--- config.mk ---
export PLATFORM = sky130hd
export DESIGN_NAME = conv_frame_sequencer
export DESIGN_NICKNAME = d
export VERILOG_FILES = /design/src/rtl/conv_frame_sequencer.sv
export SDC_FILE = /design/constraint.sdc
export NUM_CORES = 1
export LEC_CHECK = 0
export ABC_AREA = 1
export ABC_CLOCK_PERIOD_IN_PS = 2970
export BUFFER_PORTS_ARGS = -buffer_cell sky130_fd_sc_hd__buf_4
export CAP_MARGIN = 30
export CORE_MARGIN = 3
export CORE_UTILIZATION = 54
export CTS_BUF_LIST = sky130_fd_sc_hd__clkbuf_8 sky130_fd_sc_hd__clkbuf_16
export CTS_CLUSTER_SIZE = 16
export DETAILED_ROUTE_END_ITERATION = 6
export HOLD_SLACK_MARGIN = 0.1
export PLACE_DENSITY = 0.93
export SYNTH_ARGS = -nofsm -noshare
export SYNTH_HDL_FRONTEND = slang
export SYNTH_SLANG_ARGS = --single-unit
--- constraint.sdc ---
create_clock -name clk -period 2.97 [get_ports clk]
set_clock_uncertainty 0.15 [all_clocks]
set_input_delay 0.1485 -clock clk [delete_from_list [all_inputs] [get_ports clk]]
set_output_delay 0.1485 -clock clk [all_outputs]
set_load 0.02 [all_outputs]
--- src/rtl/conv_frame_sequencer.sv ---
// conv_frame_sequencer: one-stage register slice in front of the 5x5 convolution
// datapath. It tracks raster position, tags each output beat with frame-start,
// frame-end and window-valid flags, and switches the active kernel only on
// frame boundaries.
// Optional feature: define CONV_FRAME_COUNT_EN to build the completed-frame
// counter; without it frame_count is tied to zero.
//
// Handshake: a beat moves on x when x_valid && x_ready, and on y when
// y_valid && y_ready. x_ready mirrors y_ready combinationally, so the slice
// adds no backpressure of its own. While y_ready is low, y and every sideband
// output hold their values; valid never drops while a beat waits on y.
module conv_frame_sequencer #(
    parameter int W      = 30,
    parameter int WIDTH  = 320,
    parameter int HEIGHT = 240,
    parameter int K      = 5,
    parameter int NKERN  = 4
) (
    input  logic                      clk,
    input  logic                      reset,
    input  logic [W-1:0]              x_data,
    input  logic                      x_valid,
    output logic                      x_ready,
    output logic [W-1:0]              y_data,
    output logic                      y_valid,
    input  logic                      y_ready,
    input  logic                      kern_req,
    input  logic [$clog2(NKERN)-1:0]  kern_sel_req,
    output logic [$clog2(NKERN)-1:0]  kern_sel,
    output logic                      kern_ack,
    output logic [$clog2(WIDTH)-1:0]  col,
    output logic [$clog2(HEIGHT)-1:0] row,
    output logic                      sof,
    output logic                      eof,
    output logic                      win_valid,
    output logic [15:0]               frame_count,
    output logic [1:0]                fsm_state
);

    localparam int CW = $clog2(WIDTH);
    localparam int RW = $clog2(HEIGHT);
    localparam int SW = $clog2(NKERN);

    localparam logic [CW-1:0] COL_LAST = CW'(WIDTH - 1);
    localparam logic [RW-1:0] ROW_LAST = RW'(HEIGHT - 1);
    localparam logic [CW-1:0] COL_KM1  = CW'(K - 1);
    localparam logic [RW-1:0] ROW_KM1  = RW'(K - 1);

    typedef enum logic [1:0] {
        IDLE = 2'd0,
        FILL = 2'd1,
        RUN  = 2'd2
    } state_t;

    state_t        state;
    logic [CW-1:0] cur_col;
    logic [RW-1:0] cur_row;
    logic [CW-1:0] next_col;
    logic [RW-1:0] next_row;
    logic          xfer;
    logic          at_eol;
    logic          at_eof;
    logic          at_sof;
    logic          in_window;
    logic          pend_valid;
    logic [SW-1:0] pend_sel;

    assign x_ready   = y_ready;
    assign fsm_state = state;

    // Position decode for the pixel currently offered on x
    always_comb begin
        xfer      = x_valid && y_ready;
        at_eol    = (cur_col == COL_LAST);
        at_eof    = at_eol && (cur_row == ROW_LAST);
        at_sof    = (cur_col == '0) && (cur_row == '0);
        next_col  = at_eol ? '0 : cur_col + CW'(1);
        next_row  = at_eof ? '0 : (at_eol ? cur_row + RW'(1) : cur_row);
        in_window = (state == RUN) && (cur_row >= ROW_KM1) && (cur_col >= COL_KM1);
    end

    // Register slice, raster counters and fill/run state machine
    always_ff @(posedge clk) begin
        if (reset) begin
            state     <= IDLE;
            cur_col   <= '0;
            cur_row   <= '0;
            y_valid   <= 1'b0;
            y_data    <= '0;
            col       <= '0;
            row       <= '0;
            sof       <= 1'b0;
            eof       <= 1'b0;
            win_valid <= 1'b0;
        end else if (y_ready) begin
            y_valid <= x_valid;
            if (x_valid) begin
                y_data    <= x_data;
                col       <= cur_col;
                row       <= cur_row;
                sof       <= at_sof;
                eof       <= at_eof;
                win_valid <= in_window;
                cur_col   <= next_col;
                cur_row   <= next_row;
                case (state)
                    IDLE:    state <= (at_eol && next_row == ROW_KM1) ? RUN : FILL;
                    FILL:    if (at_eol && next_row == ROW_KM1) state <= RUN;
                    RUN:     if (at_eof) state <= FILL;
                    default: state <= IDLE;
                endcase
            end
        end
    end

    // Kernel selection: requests wait in a pending slot until the next sof transfer
    always_ff @(posedge clk) begin
        if (reset) begin
            pend_valid <= 1'b0;
            pend_sel   <= '0;
            kern_sel   <= '0;
            kern_ack   <= 1'b0;
        end else if (xfer && at_sof && (kern_req || pend_valid)) begin
            kern_sel   <= kern_req ? kern_sel_req : pend_sel;
            kern_ack   <= 1'b1;
            pend_valid <= 1'b0;
        end else begin
            if (kern_req) begin
                pend_sel   <= kern_sel_req;
                pend_valid <= 1'b1;
            end
            // Any cycle where y advances retires a previous ack pulse
            if (y_ready) begin
                kern_ack <= 1'b0;
            end
        end
    end

`ifdef CONV_FRAME_COUNT_EN
    // Completed-frame counter, steps as the eof beat loads into y
    always_ff @(posedge clk) begin
        if (reset) begin
            frame_count <= '0;
        end else if (xfer && at_eof) begin
            frame_count <= frame_count + 16'd1;
        end
    end
`else
    assign frame_count = '0;
`endif

endmodule

Word level (Yosys, flattened, before mapping)
Index checks and enable logic that the tools add are counted.
{"block": "word_totals", "register_bits": 76, "in_bits": 37, "output_inout_bits": 73, "word_cells": 51}
{"block": "op_classes", "add_sub_neg": 2, "n_lt_le_gt_ge": 2, "eq_ne": 7, "muxes": 10, "n_reduce_logical": 16}
{"cell": "$mux W8", "count": 2}
{"cell": "$add A9 B1 Y9 const B", "count": 1}
{"cell": "$eq A9 B9 Y1 const B", "count": 1}
{"cell": "$ge A9 B3 Y1 const B", "count": 1}
{"cell": "$logic_not A9 Y1", "count": 1}
{"cell": "$mux W9", "count": 1}
{"cell": "$add A8 B1 Y8 const B", "count": 1}
{"cell": "$eq A8 B3 Y1 const B", "count": 1}
{"cell": "$eq A8 B8 Y1 const B", "count": 1}
{"cell": "$ge A8 B3 Y1 const B", "count": 1}
{"cell": "$logic_and A1 B1 Y1", "count": 8}
{"cell": "$logic_not A8 Y1", "count": 1}
{"cell": "$mux W2", "count": 4}
{"cell": "$pmux W2 S3", "count": 1}
{"cell": "$ne A2 B2 Y1 const B", "count": 2}
{"cell": "$reduce_and A4 Y1", "count": 1}
{"cell": "$eq A2 B1 Y1 const B", "count": 1}
{"cell": "$eq A2 B2 Y1 const B", "count": 1}
{"cell": "$logic_not A2 Y1", "count": 1}
{"cell": "$mux W1", "count": 2}
{"cell": "$reduce_and A2 Y1", "count": 1}
{"cell": "$reduce_bool A2 Y1", "count": 1}
{"cell": "$reduce_or A2 Y1", "count": 1}
{"cell": "$logic_or A1 B1 Y1", "count": 1}

Longest topological paths before layout
Gate-level depths: netlist (run 1).
{"block": "logic_depth", "word_depth": 7, "ltp_mapped": 14, "depth_no_buf": 14}

Worst setup path before layout (run 1)
Ideal clock, no wire load.
{"block": "synth_path", "path_type": "register -> register", "from": "register cur_col[1]", "to": "register state[0], in the netlist fsm_state[0]", "setup_time_ns": 0.119, "arrival_ns": 1.441, "required_ns": 2.701, "path_slack_ns": 1.259, "stages_incl_launch_ff": 11, "path_buffers": 0, "period_less_slack_ns": 1.711, "path_cell_list": "dfxtp_1 -> ha_1 -> nand3_4 -> nor3_4 -> nand2_4 -> nand2_2 -> nand2_2 -> nor2_2 -> nand3_1 -> nand2_2 -> a21oi_1"}
{"block": "synth_via", "elab_chain_len": 7, "elab_cells_between_ends": 11, "cone_classes": "eq/ne (4); mux (4); reduce/logical (3)"}
{"item": "from (decl)", "line_no": "56", "text": "logic [CW-1:0] cur_col;"}
{"item": "from (signal assigned)", "line_no": "104", "text": "cur_col <= next_col;"}
{"item": "$eq A9 B9 Y1 (*)", "line_no": "74", "text": "at_eol = (cur_col == COL_LAST);"}
{"item": "$mux W8 or $logic_and A1 B1 Y1 (tied branches)", "line_no": "78, 75"}
{"item": "$mux W8", "line_no": "78", "text": "next_row = at_eof ? '0 : (at_eol ? cur_row + RW'(1) : cur_row);"}
{"item": "$eq A8 B3 Y1", "line_no": "107, 108"}
{"item": "$logic_and A1 B1 Y1", "line_no": "107, 108"}
{"item": "$mux W2 or $ne A2 B2 Y1 (tied branches)"}
{"item": "$pmux W2 S3 or $reduce_and A4 Y1 (tied branches)"}
{"item": "to (signal assigned)", "line_no": "107", "text": "IDLE: state <= (at_eol && next_row == ROW_KM1) ? RUN : FILL;"}
{"item": "to (decl)", "line_no": "55", "text": "state_t state;"}
Mark *: on every way between the ends. The rest lies on a longest branch, timed or not.
A chain may end at the register's enable or synchronous reset.

Worst setup path after layout (run 1)
{"block": "layout_path", "from": "input port y_ready", "to": "register kern_ack"}
{"block": "layout_via", "elab_chain_len": 4, "elab_cells_between_ends": 5, "cone_classes": "mux (1); reduce/logical (4)"}
{"item": "from (decl)", "line_no": "26", "text": "input logic y_ready,"}
{"item": "$logic_and A1 B1 Y1", "line_no": "73", "text": "xfer = x_valid && y_ready;"}
{"item": "$logic_and A1 B1 Y1 (2 in a row)", "line_no": "123", "text": "end else if (xfer && at_sof && (kern_req || pend_valid)) begin"}
{"item": "$mux W1 or $reduce_bool A2 Y1 (tied branches)"}
{"item": "to (signal assigned)", "line_no": "122", "text": "kern_ack <= 1'b0;"}
{"item": "to (signal assigned)", "line_no": "125", "text": "kern_ack <= 1'b1;"}
{"item": "to (signal assigned)", "line_no": "134", "text": "kern_ack <= 1'b0;"}
{"item": "to (decl)", "line_no": "30", "text": "output logic kern_ack,"}
Parallel ways exist; a longest one is shown, timed or not.

==> results of run 1 <==
[logic make-up (layout without fill, tap and decap cells)]
kind of cell | after synthesis | count (layout)
AO/OA/AOI/OAI | 107 | 107
adder cells (fa/ha/maj) | 4 | 4
XOR/XNOR | 3 | 3
buffers and inverters | 77 | 185
other | 1 | 16
AND/OR/NAND/NOR | 169 | 169
flip-flops | 76 | 76
[registers in the layout, summed over array words and instances, names as in the netlist]
name and flops:
pend_sel 2, sof 1, pend_valid 1, kern_ack 1
cur_row 8, cur_col 9, fsm_state 2, kern_sel 2
y_valid 1, eof 1, row 8, win_valid 1
y_data 30, col 9
[synth_stat cells, drive strengths merged]
| library cell | instances |
|---|---|
| a2111oi | 1 |
| a211oi | 3 |
| a21oi | 37 |
| a2bb2oi | 1 |
| a32oi | 1 |
| buf | 20 |
| clkbuf | 19 |
| conb | 1 |
| dfxtp | 76 |
| ha | 4 |
| inv | 38 |
| nand2 | 49 |
| nand3 | 20 |
| nand4 | 3 |
| nor2 | 86 |
| nor3 | 9 |
| nor4 | 2 |
| o21ai | 64 |
| xnor2 | 1 |
| xor2 | 2 |
[worst max path at each step]
stage / slack, ps / endpoint / depth (start not counted)
global placement: 1060 / pend_sel[1] / 8
finish: 290 / kern_ack / 9
detailed placement: 920 / pend_sel[0] / 8
global route: 60 / kern_ack / 9
floorplan: 1260 / fsm_state[0] / 10
CTS: 320 / kern_ack / 9
[area by class of cell]
type | instances | area (sq um)
clock inverter | 4 | 25.0
timing repair buffer | 132 | 1080
inverter | 38 | 143
clock buffer | 11 | 151
multi-input combinational | 299 | 1460
sequential | 76 | 1520
tap | 72 | 90.1
fill | 396 | 1240
[tightest hold or removal path: cells and delay by family]
kind,cells,cell delay [ps]
buffers and inverters,2,340
AND/OR/NAND/NOR,2,170
AO/OA/AOI/OAI,1,60
[placed cells by master (no fill, tap or decap), types with 9 or more instances in the layout]
master / instances
a21oi_1: 37
buf_4: 96
clkbuf_8: 11
conb_1: 16
dfxtp_1: 76
dlygate4sd3_1: 36
inv_1: 31
nand2_1: 42
nand3_1: 17
nor2_1: 82
o21ai_0: 54
o21ai_1: 9
[where the power goes]
| group | total, W | switching, W | internal (W) | leakage (nW) |
|---|---|---|---|---|
| Sequential | 0.00111 | 0.0000331 | 0.00107 | 0.624 |
| Clock | 0.000698 | 0.000357 | 0.000341 | 0.0872 |
| Combinational | 0.000369 | 0.000210 | 0.000159 | 1.32 |
[per-layer routing]
layer / up-vias / track usage / wire (um)
met4: 0 / 0.108 / 155
met5: - / 0 / 0
li1: 1629 / - / -
met1: 1506 / 0.304 / 3710
met2: 132 / 0.429 / 4440
met3: 15 / 0.0444 / 503
[metrics by stage]
step,utilization,worst slack (ps),std cells
3_5_place_dp,0.689,924,581
5_1_grt,0.783,55.2,632
2_1_floorplan,-,1260,452
3_3_place_gp,0.689,1060,581
6_report,0.783,291,632
4_1_cts,0.783,325,632
==> run metrics, run 1 <==
Leakage 2.03 nW; buffer count from post-CTS setup fixing 0; cells on worst reg2reg path 7; die width between 80 and 90 um; Max-slew headroom 0.625; Starting Density 0.575; GRT overflow 0; vias per cell 5.19; HP Start x_valid; number of I/O pins between 100 and 150; RSZ-0062 raised after global routing false; final WL 8810 um; period utilization 0.902; clk_lat worst skew 330 ps; DP Area 3940 sq um; post-synthesis cell type count 34; CTS tree built; CTS max path bufs 2; fmax roughly 370 MHz; Power Density 486 nW/um^2; Final Power about 0.0022 W; fraction of the mapped netlist area in simple logic gates 0.233; DR pass1 iterations 5; worst r2r src cur_row[0]; vias 3,282; cell mode on critical path dlygate4sd3_1; post-route ant nets 0; largest net degree at the start of global routing 49; Hold EP col[0]; Crit Path Max Fanout 38; crit end category register; H-Tree Level Count 3; worst hold margin 306 ps; HPWL after DPL 5650 um; startpoint class of the critical path input port; clk slew on worst S/H paths roughly 80 ps; Worst Path Buf+Inv 4; post-synthesis mux area share 0; maximum VDD drop about 0.00035 V; worst slew pin tran 562 ps; Ys Warns 0; CP max stage cell dlygate4sd3_1; Buffers on Ports 93; Synth Area in Compound Gates 0.170; Post-Synth Adder-Cell Area 0.0152; min cycle time layout between 2000 and 3000 ps; Layout Nets 597; antenna violations before repair 0; fraction of layout cells with a size suffix above 1 0.243; Slew Viols, Final 0; CP Class in -> reg; Setup crit start y_ready; Die Ht ~84 um; crit-path cells dlygate4sd3_1, buf_4, nand2_1, inv_2, nand3_1, nor4_2, o21ai_2, a21oi_1, dlygate4sd3_1; Post-CTS Resized 0; largest cells by area after synthesis dfxtp_1 (46%), nor2_1 (9.4%), o21ai_0 (8.2%), a21oi_1 (5.6%), nand2_1 (4.8%); Seq/Total Area, Yosys 0.463; drt wl/cell between 10 and 15 um; Clock Sinks 76; main combinational cell family by area after synthesis simple AND/OR/NAND/NOR gates; worst hold path depth 5; core area 5710 sq um; Critical R2R Capture kern_ack; hold_buf cts 36; Std-Cell Rows 27; HP Class in -> reg; Num CTS Buffers 9; run status finished, final reports clean; number of setup violations in the final report 0; vias in the first global route ~3,100; worst stage delay on the critical path 550 ps; #FFs+latches synth 76; RD Place Congestion 0.894; CP required around 3100 ps; first-pass GRT wire length 14,500 um; area leader, netlist dfxtp_1; crit-path leading delay family buffers and inverters; antenna cells 0; Avg Inst Size Synth 7.52 sq um; Mapped Cells 437; die footprint between 7000 and 8000 sq um; Max-Cap Viols 0; Detailed Route Iter0 Violations ~140; Tot GR Track Use 0.250; total negative slack 0 ps; FF-to-FF setup slack 700 ps; fin area 4470 sq um; Mapped Area 3280 sq um; Worst EP arrival 2810 ps; area delta synth->final 36.2%; Root Buffer clkbuf_8; XOR/XNOR Fraction of Synth Area 0.00800; DRC 0; Synth top area share 0.463; final hold viol count 0
Note: power is estimated with default switching activity, not from simulation.
==> run 2, diff against run 1 <==
--- a/config.mk
+++ b/config.mk
@@ -15,7 +15,7 @@
 export CTS_CLUSTER_SIZE = 16
 export DETAILED_ROUTE_END_ITERATION = 6
 export HOLD_SLACK_MARGIN = 0.1
-export PLACE_DENSITY = 0.93
+export PLACE_DENSITY_LB_ADDON = 0.05
 export SYNTH_ARGS = -nofsm -noshare
 export SYNTH_HDL_FRONTEND = slang
 export SYNTH_SLANG_ARGS = --single-unit
==> run 2 against run 1 <==
Compared with the run above:
- highest routed layer unchanged
- sequential share of layout area decreased by 0.25 points
- cell area increased by 0.73%
- fmax increased by 9.0%
- die area unchanged
==> run metrics, run 2 (synthesis gave the netlist of run 1 again) <==
run status finished, final reports clean; Power Density 499 nW/um^2 (+2.6%); antenna violations before repair 0 (unchanged); core area 5710 sq um (unchanged); RSZ-0062 raised after global routing false; Largest register FFs 30 (unchanged); startpoint class of the critical path input port; filler instances 405 (+2.3%); period utilization 0.828 (-0.0741); CTS tree built; Post-CTS Resized 0 (unchanged); buffer count from post-CTS setup fixing 0 (unchanged); FF-to-FF setup slack 720 ps (+20 ps); largest net degree at the start of global routing 56 (+14%); worst hold path depth 4 (-1); Critical R2R Capture kern_ack; Top reg by flops y_data; Die Ht 84.0 um (unchanged); Max-Cap Viols 0 (unchanged); fin area 4510 sq um (+0.73%); crit end category register; Hold EP col[2]; Std-Cell Rows 27 (unchanged); storage element area 1520 sq um (unchanged); cell mode on critical path dlygate4sd3_1; CP required 3120 ps (+20 ps); antenna cells 0 (unchanged); Layout Nets 599 (+0.34%); die footprint 7050 sq um (unchanged); Comb pwr share 0.164 (-0.006); clk slew on worst S/H paths 80 ps (about the same); final hold viol count 0 (unchanged); post-route ant nets 0 (unchanged); RD Place Congestion 0.882 (-1.4%); crit-path leading delay family buffers and inverters; number of I/O pins 110 (unchanged); fraction of layout cells with a size suffix above 1 0.243 (+0.000482); CP Class in -> reg; DP Area 3940 sq um (+0.19%); area delta synth->final 37.2%; worst slew pin tran 549 ps (-12.8 ps); HP Start x_valid; vias in the first global route 3,110 (+1.0%); Worst EP arrival 2600 ps (-210 ps); Tot GR Track Use 0.250 (+0.000723); Worst Path Buf+Inv 4 (unchanged); Num CTS Buffers 9 (unchanged); GRT overflow 0 (unchanged); DRC 0 (unchanged); cells on worst reg2reg path 7 (unchanged); Buffers on Ports 93 (unchanged); first-pass GRT wire length 14,600 um (+0.57%); Max-slew headroom 0.634 (+0.00907); Clk pwr share 0.344 (+0.023); Root Buffer clkbuf_8; vias 3,245 (-1.1%); die width 84.0 um (unchanged); Internal 0.00162 W (+2.9%); CP max stage cell dlygate4sd3_1; most frequent cells in the layout buf_4 (97), nor2_1 (82), dfxtp_1 (76), o21ai_0 (54), nand2_1 (42); Starting Density 0.575 (unchanged); CTS max path bufs 2 (unchanged); total negative slack 0 ps (unchanged); Detailed Route Iter0 Violations 149 (+3.5%); number of setup violations in the final report 0 (unchanged); Slew Viols, Final 0 (unchanged); min cycle time layout 2460 ps (-220 ps); Crit Path Max Fanout 27 (-29%); crit-path cells dlygate4sd3_1, buf_4, nand2_1, inv_2, nand3_1, nor4_2, o21ai_2, a21oi_1, dlygate4sd3_1; worst stage delay on the critical path 560 ps (about the same); clk_lat worst skew 350 ps (+20 ps); vias per cell 5.11 (-1.6%); Leakage 2.05 nW (+1.0%); hold_buf cts 37 (+2.8%); power share of the sequential group 0.492 (-0.017); Clock Sinks 76 (unchanged); DR pass1 iterations 6 (+1); HP Class in -> reg; drt wl/cell 13.6 um (-2.1%); fmax 407 MHz (+9.0%); final WL 8670 um (-1.6%); most common cell after layout, fill and taps aside buf_4; worst r2r src cur_row[0]; Switching Share 0.280 (+0.00353); Psw 0.000628 W (+4.7%); H-Tree Level Count 3 (unchanged); HPWL after DPL 5490 um (-2.8%); multi-input logic area 1460 sq um (unchanged); maximum VDD drop 0.000423 V (+20%); largest registers y_data (30), col (9), cur_col (9)
## run 2: changes by cell type in the layout (fill, tap and decap cells not counted)
cell,change
inv_6,+1
buf_4,+1
dlygate4sd3_1,+1
bufinv_16,+1
inv_1,+1
clkbuf_8,-2
## run 2: worst max-delay path by stage
stage,from,endpoint,slack [ps],cells after the start
6_report,y_ready,kern_ack,510,9
3_3_place_gp,cur_row[1],fsm_state[0],1040,12
4_1_cts,y_ready,kern_ack,520,9
5_1_grt,y_ready,kern_ack,270,9
2_1_floorplan,cur_col[1],fsm_state[0],1260,10
3_5_place_dp,cur_col[1],fsm_state[0],1040,10
## run 2: layout make-up
cell class,instances,share of cell area
multi-input combinational,299,0.324
inverter,38,0.0317
tap,72,0.0200
clock buffer,9,0.0275
sequential,76,0.338
timing repair buffer,134,0.244
clock inverter,7,0.0150
## run 2: tightest hold or removal path: cells and delay by family
family	cells	cell delay, ps
AND/OR/NAND/NOR	1	80
buffers and inverters	2	270
AO/OA/AOI/OAI	1	170
## run 2: per-stage QoR
| stage | hold WS (ps) | instances | total power, W | util | setup WS [ps] |
|---|---|---|---|---|---|
| 2_1_floorplan | 165 | 452 | 0.00133 | - | 1260 |
| 3_3_place_gp | 249 | 582 | 0.00145 | 0.691 | 1040 |
| 3_5_place_dp | 256 | 582 | 0.00145 | 0.691 | 1040 |
| 4_1_cts | 218 | 635 | 0.00225 | 0.789 | 518 |
| 5_1_grt | 291 | 635 | 0.00234 | 0.789 | 270 |
| 6_report | 221 | 635 | 0.00225 | 0.789 | 512 |
## run 2: per-layer routing
layer	routed length, um	global-route usage	vias up
li1	-	-	1634
met1	3780	0.319	1492
met2	4290	0.426	102
met3	422	0.0415	17
met4	178	0.0906	0
met5	0	0	-
## run 2: power groups by stage
stage | clock, W | combinational (W) | sequential, W
final | 0.000773 | 0.000368 | 0.00111
after global routing | 0.000829 | 0.000402 | 0.00111
after CTS | 0.000786 | 0.000363 | 0.00110
after detailed placement | 0 | 0.000323 | 0.00113
after global placement | 0 | 0.000319 | 0.00113
after floorplan | 0 | 0.000154 | 0.00118
